File: src/rtl/seg7_capture_if.sv
// Bundle of the scanned 7-segment bus plus the recovered-digit outputs of seg7_capture.
// The master side drives AN/SEG/clr_err; the slave side is the capture block.
interface seg7_capture_if #(
  parameter int NUM_DIGITS = 8
) ();
  logic [NUM_DIGITS-1:0]   AN;
  logic [6:0]              SEG;
  logic                    clr_err;
  logic [4*NUM_DIGITS-1:0] digits;
  logic [NUM_DIGITS-1:0]   valid;
  logic [NUM_DIGITS-1:0]   blank;
  logic                    upd;
  logic                    err_seg;
  logic                    err_an;

  modport master (
    output AN, SEG, clr_err,
    input  digits, valid, blank, upd, err_seg, err_an
  );

  modport slave (
    input  AN, SEG, clr_err,
    output digits, valid, blank, upd, err_seg, err_an
  );
endinterface

File: src/rtl/seg7_capture.sv
// Receive side of a multiplexed 7-segment display: samples AN/SEG, waits for a stable
// one-hot-low dwell, decodes the active-low pattern and stores the nibble per anode position.
module seg7_capture #(
  parameter int NUM_DIGITS = 8,
  parameter int STABLE_CNT = 4
) (
  input  logic          clk,
  input  logic          BTN0,
  seg7_capture_if.slave bus
);

  localparam logic [1:0] S_IDLE  = 2'd0;
  localparam logic [1:0] S_TRACK = 2'd1;
  localparam logic [1:0] S_HELD  = 2'd2;
  localparam logic [7:0] STABLE_C = 8'(STABLE_CNT);

  logic [NUM_DIGITS-1:0]   r_an_q;
  logic [6:0]              r_seg_q;
  logic [7:0]              r_cnt;
  logic [1:0]              r_state;
  logic [4*NUM_DIGITS-1:0] r_digits;
  logic [NUM_DIGITS-1:0]   r_valid;
  logic [NUM_DIGITS-1:0]   r_blank;
  logic                    r_upd;
  logic                    r_err_seg;
  logic                    r_err_an;

  logic                    w_match;
  logic                    w_onehot_q;
  logic                    w_onehot_in;
  logic                    w_multi;
  logic                    w_run;
  logic [7:0]              w_cnt_next;
  logic                    w_commit;
  logic [5:0]              w_dec;
  logic                    w_seg_err;
  logic [1:0]              w_state_next;

  // {legal, blank, nibble}; illegal patterns return all zeros
  function automatic logic [5:0] decode(input logic [6:0] seg);
    case (seg)
      7'b1000000: decode = 6'b10_0000;
      7'b1111001: decode = 6'b10_0001;
      7'b0100100: decode = 6'b10_0010;
      7'b0110000: decode = 6'b10_0011;
      7'b0011001: decode = 6'b10_0100;
      7'b0010010: decode = 6'b10_0101;
      7'b0000010: decode = 6'b10_0110;
      7'b1111000: decode = 6'b10_0111;
      7'b0000000: decode = 6'b10_1000;
      7'b0010000: decode = 6'b10_1001;
      7'b0001000: decode = 6'b10_1010;
      7'b0000011: decode = 6'b10_1011;
      7'b1000110: decode = 6'b10_1100;
      7'b0100001: decode = 6'b10_1101;
      7'b0000110: decode = 6'b10_1110;
      7'b0001110: decode = 6'b10_1111;
      7'b1111111: decode = 6'b01_0000;
      default:    decode = 6'b00_0000;
    endcase
  endfunction

  function automatic logic [3:0] low_count(input logic [NUM_DIGITS-1:0] an);
    low_count = 4'd0;
    for (int i = 0; i < NUM_DIGITS; i++) begin
      if (!an[i]) low_count = low_count + 4'd1;
    end
  endfunction

  assign w_match     = (bus.AN == r_an_q) && (bus.SEG == r_seg_q);
  assign w_onehot_q  = (low_count(r_an_q) == 4'd1);
  assign w_onehot_in = (low_count(bus.AN) == 4'd1);
  assign w_multi     = (low_count(bus.AN) > 4'd1);
  assign w_run       = w_match && w_onehot_q;
  assign w_cnt_next  = (r_cnt == STABLE_C) ? r_cnt : r_cnt + 8'd1;
  assign w_commit    = w_run && (r_state != S_HELD) && (w_cnt_next == STABLE_C);
  assign w_dec       = decode(r_seg_q);
  assign w_seg_err   = w_commit && !w_dec[5] && !w_dec[4];

  always_comb begin
    w_state_next = S_IDLE;
    if (w_run) begin
      w_state_next = (w_commit || (r_state == S_HELD)) ? S_HELD : S_TRACK;
    end else if (w_onehot_in) begin
      w_state_next = S_TRACK;
    end
  end

  always_ff @(posedge clk or negedge BTN0) begin
    if (!BTN0) begin
      r_an_q    <= '1;
      r_seg_q   <= 7'h7F;
      r_cnt     <= 8'd0;
      r_state   <= S_IDLE;
      r_digits  <= '0;
      r_valid   <= '0;
      r_blank   <= '0;
      r_upd     <= 1'b0;
      r_err_seg <= 1'b0;
      r_err_an  <= 1'b0;
    end else begin
      r_an_q    <= bus.AN;
      r_seg_q   <= bus.SEG;
      r_cnt     <= w_run ? w_cnt_next : 8'd0;
      r_state   <= w_state_next;
      r_upd     <= w_commit;
      r_err_seg <= (r_err_seg && !bus.clr_err) || w_seg_err;
      r_err_an  <= (r_err_an && !bus.clr_err) || w_multi;
      if (w_commit) begin
        // Only the position whose anode is low in the held sample is touched
        for (int k = 0; k < NUM_DIGITS; k++) begin
          if (!r_an_q[k]) begin
            if (w_dec[5]) begin
              r_digits[4*k +: 4] <= w_dec[3:0];
              r_valid[k]         <= 1'b1;
              r_blank[k]         <= 1'b0;
            end else if (w_dec[4]) begin
              r_digits[4*k +: 4] <= 4'd0;
              r_valid[k]         <= 1'b1;
              r_blank[k]         <= 1'b1;
            end else begin
              r_valid[k]         <= 1'b0;
              r_blank[k]         <= 1'b0;
            end
          end
        end
      end
    end
  end

  assign bus.digits  = r_digits;
  assign bus.valid   = r_valid;
  assign bus.blank   = r_blank;
  assign bus.upd     = r_upd;
  assign bus.err_seg = r_err_seg;
  assign bus.err_an  = r_err_an;

endmodule

File: src/flat_wrapper.sv
// flat-port wrapper written by rule: the top's interface ports become plain ports
module seg7_capture_flat 
#(
  parameter int NUM_DIGITS = 8,
  parameter int STABLE_CNT = 4
)
  (clk, BTN0, bus_AN, bus_SEG, bus_clr_err, bus_digits, bus_valid, bus_blank, bus_upd, bus_err_seg, bus_err_an);
  seg7_capture_if #(.NUM_DIGITS(NUM_DIGITS)) bus_i ();
  input  logic clk;
  input  logic BTN0;
  input wire logic [$bits(bus_i.AN)-1:0] bus_AN;
  input wire logic [$bits(bus_i.SEG)-1:0] bus_SEG;
  input wire logic [$bits(bus_i.clr_err)-1:0] bus_clr_err;
  output wire logic [$bits(bus_i.digits)-1:0] bus_digits;
  output wire logic [$bits(bus_i.valid)-1:0] bus_valid;
  output wire logic [$bits(bus_i.blank)-1:0] bus_blank;
  output wire logic [$bits(bus_i.upd)-1:0] bus_upd;
  output wire logic [$bits(bus_i.err_seg)-1:0] bus_err_seg;
  output wire logic [$bits(bus_i.err_an)-1:0] bus_err_an;
  assign bus_i.AN = bus_AN;
  assign bus_i.SEG = bus_SEG;
  assign bus_i.clr_err = bus_clr_err;
  assign bus_digits = bus_i.digits;
  assign bus_valid = bus_i.valid;
  assign bus_blank = bus_i.blank;
  assign bus_upd = bus_i.upd;
  assign bus_err_seg = bus_i.err_seg;
  assign bus_err_an = bus_i.err_an;
  seg7_capture #(.NUM_DIGITS(NUM_DIGITS), .STABLE_CNT(STABLE_CNT)) u_core (.clk(clk), .BTN0(BTN0), .bus(bus_i));
endmodule
File: config.mk
export PLATFORM = sky130hd
export DESIGN_NAME = seg7_capture_flat
export DESIGN_NICKNAME = d
export VERILOG_FILES = /design/src/rtl/seg7_capture_if.sv /design/src/rtl/seg7_capture.sv /design/src/flat_wrapper.sv
export SDC_FILE = /design/constraint.sdc
export NUM_CORES = 1
export LEC_CHECK = 0
export CELL_PAD_IN_SITES_DETAIL_PLACEMENT = 1
export CELL_PAD_IN_SITES_GLOBAL_PLACEMENT = 2
export CORE_ASPECT_RATIO = 1.2
export CORE_MARGIN = 2
export CORE_UTILIZATION = 38
export CTS_CLUSTER_SIZE = 8
export DETAILED_ROUTE_END_ITERATION = 6
export PLACE_DENSITY_LB_ADDON = 0.1
export SETUP_SLACK_MARGIN = 0.5
export SLEW_MARGIN = 20
export SYNTH_ARGS = -nofsm -noshare
export SYNTH_HDL_FRONTEND = slang
export SYNTH_SLANG_ARGS = --single-unit
File: constraint.sdc
create_clock -name clk -period 9.7 [get_ports clk]
set_input_delay 2.425 -clock clk [delete_from_list [all_inputs] [get_ports clk]]
set_output_delay 2.425 -clock clk [all_outputs]
set_load 0.005 [all_outputs]
-- After elaboration in Yosys (flattened, before gate mapping)
Index checks and enable logic that the tools add are counted.
- register bits after elaboration: 76
- input port bits: 18
- output and inout bits: 51
- word-level logic and storage cells: 138
- add/sub/neg operators: 15
- order comparisons: 1
- equal/unequal tests: 24
- mux-type cells: 27
- bitwise operators: 8
- reductions and logical operators: 32
- operators by type and width (operator ; number):
    $pmux W6 S17 ; 1
    $mux W4 ; 16
    $add A4 B1 Y4 const B ; 12
    $eq A7 B7 Y1 const B ; 5
    $reduce_and A3 Y1 ; 8
    $eq A7 B5 Y1 const B ; 3
    $eq A7 B6 Y1 const B ; 3
    $eq A8 B3 Y1 const B ; 2
    $mux W8 ; 2
    $reduce_and A2 Y1 ; 8
    $eq A7 B2 Y1 const B ; 2
    $eq A7 B4 Y1 const B ; 2
    $add A8 B1 Y8 const B ; 1
    $eq A4 B1 Y1 const B ; 2
    $eq A8 B8 Y1 ; 1
    $logic_and A1 B1 Y1 ; 8
    $not A1 Y1 ; 8
    $eq A7 B3 Y1 const B ; 1
    $eq A7 B7 Y1 ; 1
    $logic_not A7 Y1 ; 1
    $mux W1 ; 6
    $add A1 B1 Y2 const B ; 2
    $gt A4 B1 Y1 const B ; 1
    $mux W2 ; 2
    5 further kinds ; 9

-- Longest topological paths before layout
- depth after elaboration: 22
- depth in mapped cells: 23
- depth with buffers taken out: 22

-- Least setup slack after synthesis
Ideal clock, no wire load.
- kind: input-to-reg
- start: input port bus_AN[0]
- end: register u_core.r_state[0]
- setup time: 120 ps
- arrival: 5869 ps
- data required time: 9580 ps
- path slack: 3711 ps
- stages on the path: 21
- buffers on the path: 0
- path through: inv_1 -> ha_1 -> xnor2_1 -> ha_1 -> nand2b_1 -> nand2_1 -> ha_1 -> o21a_1 -> ha_1 -> mux2i_1 -> inv_1 -> ha_1 -> nor2_1 -> a21oi_1 -> ha_1 -> xnor2_1 -> xnor2_1 -> nand2_1 -> a2bb2oi_1 -> mux2i_1 -> a31o_2
- cells in the longest elaborated chain, start to end: 18
- elaborated cells on any way between the ends: 25
- those cells by class: 7 x add/sub; 2 x eq/ne; 11 x mux; 5 x reduce/logical
- ends and longest elaborated chain (what ; line ; text):
    start, declared ; flat_wrapper.sv:11 ; input wire logic [$bits(bus_i.AN)-1:0] bus_AN;
    $mux W1 ; seg7_capture.sv:66 ; if (!an[i]) low_count = low_count + 4'd1;
    $add A1 B1 Y2 ; seg7_capture.sv:66 ;
    $mux W4 ; seg7_capture.sv:66 ;
    $add A4 B1 Y4 ; seg7_capture.sv:66 ;
    $mux W4 ; seg7_capture.sv:66 ;
    $add A4 B1 Y4 ; seg7_capture.sv:66 ;
    $mux W4 ; seg7_capture.sv:66 ;
    $add A4 B1 Y4 ; seg7_capture.sv:66 ;
    [... 3 more ...] ; n/a ;
    $add A4 B1 Y4 ; seg7_capture.sv:66 ;
    $mux W4 ; seg7_capture.sv:66 ;
    $add A4 B1 Y4 ; seg7_capture.sv:66 ;
    $mux W4 ; seg7_capture.sv:66 ;
    $eq A4 B1 Y1 ; seg7_capture.sv:72 ; assign w_onehot_in = (low_count(bus.AN) == 4'd1);
    $mux W1 ; seg7_capture.sv:84 ; end else if (w_onehot_in) begin
    $mux W2 (*) ; seg7_capture.sv:82 ; if (w_run) begin
    via u_core.w_state_next[0] ; seg7_capture.sv:37 ; logic [1:0] w_state_next;
    end signal, assigned ; seg7_capture.sv:105 ; r_state <= w_state_next;
    end, declared ; seg7_capture.sv:20 ; logic [1:0] r_state;
Mark *: on every way through the listed nets, which the timed path passes. The rest lies on a longest branch.
A chain may end at the register's enable or synchronous reset.

-- Worst setup path after layout
- start: input port bus_AN[1]
- end: register u_core.r_state[0]
- cells in the longest elaborated chain, start to end: 16
- elaborated cells on any way between the ends: 23
- those cells by class: 6 x add/sub; 2 x eq/ne; 10 x mux; 5 x reduce/logical
- ends and longest elaborated chain (what ; line):
    $mux W4 ; seg7_capture.sv:66
    $add A4 B1 Y4 ; seg7_capture.sv:66
    $mux W4 ; seg7_capture.sv:66
    $add A4 B1 Y4 ; seg7_capture.sv:66
    $mux W4 ; seg7_capture.sv:66
    $add A4 B1 Y4 ; seg7_capture.sv:66
    $mux W4 ; seg7_capture.sv:66
    $add A4 B1 Y4 ; seg7_capture.sv:66
    $mux W4 ; seg7_capture.sv:66
    $add A4 B1 Y4 ; seg7_capture.sv:66
    $mux W4 ; seg7_capture.sv:66
    $add A4 B1 Y4 ; seg7_capture.sv:66
    $mux W4 ; seg7_capture.sv:66
    $eq A4 B1 Y1 ; seg7_capture.sv:72
    $mux W1 ; seg7_capture.sv:84
    $mux W2 (*) ; seg7_capture.sv:82
    via u_core.w_state_next[0] ; seg7_capture.sv:37
Marks and branches as above.

==> run metrics <==
largest net degree at the start of global routing 77; DR pass1 iterations 4; Core Area 11600 um^2; num ports 69; die width 104 um; die area 12800 um^2; Data required, critical path 9.98 ns; PortBufs 68; antenna violations before repair 0; logic gate share of total power 20.0%; Internal Pwr Total 0.000584 W; Die Ht 124 um; synthesized-area fraction occupied by xor and xnor cells 10.6%; Starting Density 39.0%; CP max stage delay 0.55 ns; Placement Setup Slack 2.64 ns; grt peak-use layer met2; CTS tree built; ANT cells 0; WHS 0.505 ns; most used cell, CP ha_1; cts repair resizes 0; Synth cell types 60; global-route met2 utilization 35.2%; R2R depth 22; crit path max fanout 5; GRT Util Overall 19.3%; total grt overflow 0; 1st-iter DRT viols 176; Placed Instance Area 5320 um^2; part of the power in registers 40.6%; Site Rows 43; first-pass GRT wire length 19300 um; pwr/cell area 149 nW/um^2; post-layout util 48.3%; NetSw 0.000254 W; Seq/Total Area, Yosys 42.4%; clk sink count 76; post-synthesis mux area share 10.3%; largest delay contributor family on the critical path adder cells; RSZ-0062 raised after global routing false; Post-synth EDFFs 0; Leak 2.40 nW; crit path buf inv count 3; period utilisation layout 68.5%; total CTS buffers 9; worst setup path end u_core.r_state[0]; reg2reg start u_core.r_an_q[0]; worst hold path class flop to flop; ANT nets after route 0; Worst Tran Pin Value 1.02 ns; setup TNS 0 ns; outcome completed; worst skew pair latency 0.35 ns; Max Slew Vio Count 0; Critical Path Source bus_AN[1]; grt met3 use 3.24%; worst setup margin 3.05 ns; fraction of layout cells with a size suffix above 1 18.3%; clock tree buffer depth 2; post-synthesis compound-gate area fraction 10.2%; Max Cap Viol 0; switching portion of total power 30.3%; vias in the first global route 3656; critical path depth 22; final net count 522; #FFs+latches synth 76; CP endpoint kind flop; CP Cell Sequence clkdlybuf4s50_1 -> inv_1 -> ha_1 -> xnor2_1 -> ha_1 -> nand2b_1 -> nand2_1 -> ha_1 -> o21a_1 -> ha_1 -> mux2i_1 -> inv_1 -> ha_1 -> nor2_1 -> a21oi_1 -> ha_1 -> xnor2_1 -> xnor2_1 -> nand2_1 -> a2bb2oi_1 -> mux2i_1 -> a31o_2; critical setup path kind primary input to flop; # H-tree levels 3; Post-CTS Setup Bufs 0; final setup violating endpoints 0; ys async rst share 100%; fmax 150 MHz; slowest stage cell, crit path clkdlybuf4s50_1; post-synthesis simple-gate area fraction 17.3%; Post-Syn Instances 428; Syn. warnings 0; GR Util met1 23.0%; syn_nets 462; routed len/inst 17.6 um; via count 3406; CTS Hold Bufs 0; CTS root buf clkbuf_16; design area 5610 um^2; worst r2r dst u_core.bus.digits[25]; main flop type after synthesis dfrtp_1; adder-cell share of the synthesized area 4.42%; final WL 11500 um; type of origin of the critical path primary input; most common cell after layout, fill and taps aside clkdlybuf4s50_1; HPWL after DPL 8690 um; Mean Syn Cell Area 10.6 um^2; R2R Setup Slk 3.86 ns; Clk network pwr share 39.4%; Clock Pin Slew Worst Setup and Hold Paths 0.06 ns; Netlist Area Pre-Place 4530 um^2; Setup Skew 0.0108 ns; headroom to the max-slew limit 31.8%; most frequent cells in the layout clkdlybuf4s50_1, dfrtp_1, mux2_2; worst vdd ir 0.0653 mV; fin crit period 6.65 ns; main combinational cell family by area after synthesis simple AND/OR/NAND/NOR gates; mean number of vias per cell 5.24; CP Data Arrival Time 6.93 ns; Final GP Congestion 0.763; Final Hold Viols 0; DR DRC count 0; area delta synth->final 23.7%
==> sequential cells by signal, summed over array words and instances, names as in the netlist <==
name and cells:
u_core.bus.err_seg 1, u_core.bus.upd 1, u_core.bus.digits 32, u_core.r_cnt 8
u_core.r_seg_q 7, u_core.bus.blank 8, u_core.bus.valid 8, u_core.r_state 2
u_core.r_an_q 8, u_core.bus.err_an 1
==> through the flow <==
step | power (W) | std cells
final | 0.000838 | 650
after global routing | 0.000886 | 650
after floorplan | 0.000467 | 428
after global placement | 0.000508 | 634
after CTS | 0.000849 | 650
after detailed placement | 0.000517 | 634
==> how the worst min path moves through the flow <==
stage	from	endpoint	slack, ns	depth (start not counted)
after floorplan	u_core.bus.digits[0]	u_core.bus.digits[0]	0.50	2
after global placement	u_core.bus.digits[22]	u_core.bus.digits[22]	0.49	1
after detailed placement	u_core.bus.digits[4]	u_core.bus.digits[4]	0.49	1
after CTS	u_core.bus.digits[4]	u_core.bus.digits[4]	0.51	1
after global routing	u_core.bus.digits[26]	u_core.bus.digits[26]	0.52	1
final	u_core.bus.digits[4]	u_core.bus.digits[4]	0.51	1
==> power by group through the flow <==
stage | Clock [W] | Sequential, W | Combinational [W]
floorplan | 0 | 0.000335 | 0.000132
global route | 0.000352 | 0.000342 | 0.000192
CTS | 0.000338 | 0.000340 | 0.000171
global placement | 0 | 0.000345 | 0.000163
detailed placement | 0 | 0.000346 | 0.000170
finish | 0.000330 | 0.000340 | 0.000167
==> synthesized netlist by cell type, types with 7 or more instances <==
cell | count | area (um^2)
clkbuf_1 | 9 | 33.8
dfstp_2 | 15 | 394
nand2_1 | 15 | 56.3
inv_1 | 29 | 109
o2bb2ai_1 | 7 | 61.3
o21ai_0 | 13 | 65.1
xnor2_1 | 29 | 254
dfrtp_1 | 61 | 1530
nor3_1 | 12 | 60.1
nand2b_1 | 12 | 75.1
nand3_1 | 9 | 45.0
xor2_1 | 15 | 131
nor4_1 | 7 | 43.8
nor2_1 | 29 | 109
ha_1 | 16 | 200
nor2b_1 | 12 | 75.1
a21oi_1 | 9 | 45.0
mux2_2 | 36 | 405
==> logic make-up after synthesis <==
kind of cell / count (synthesis)
simple gates: 130
xor+xnor: 48
flops: 76
compound gates: 67
fa+ha+maj: 16
mux: 41
buf+inv: 50
==> metal layers <==
metal  share of wire (%)  vias to the layer above
met2                  52                       66
met3                 3.1                       13
met1                  43                     1697
li1                    -                     1630
met4                 1.7                        0
met5                   0                        -
==> final cells by class <==
class                   instances  area (um^2)
clock buffers                   9          225
clock inverters                 7         67.6
fillers                      1308         6010
inverters                      29          109
multi-input cells             302         2400
flip-flops and latches         76         1920
well taps                     157          196
repair buffers                 70          693
(Power assumes the default switching activity.)
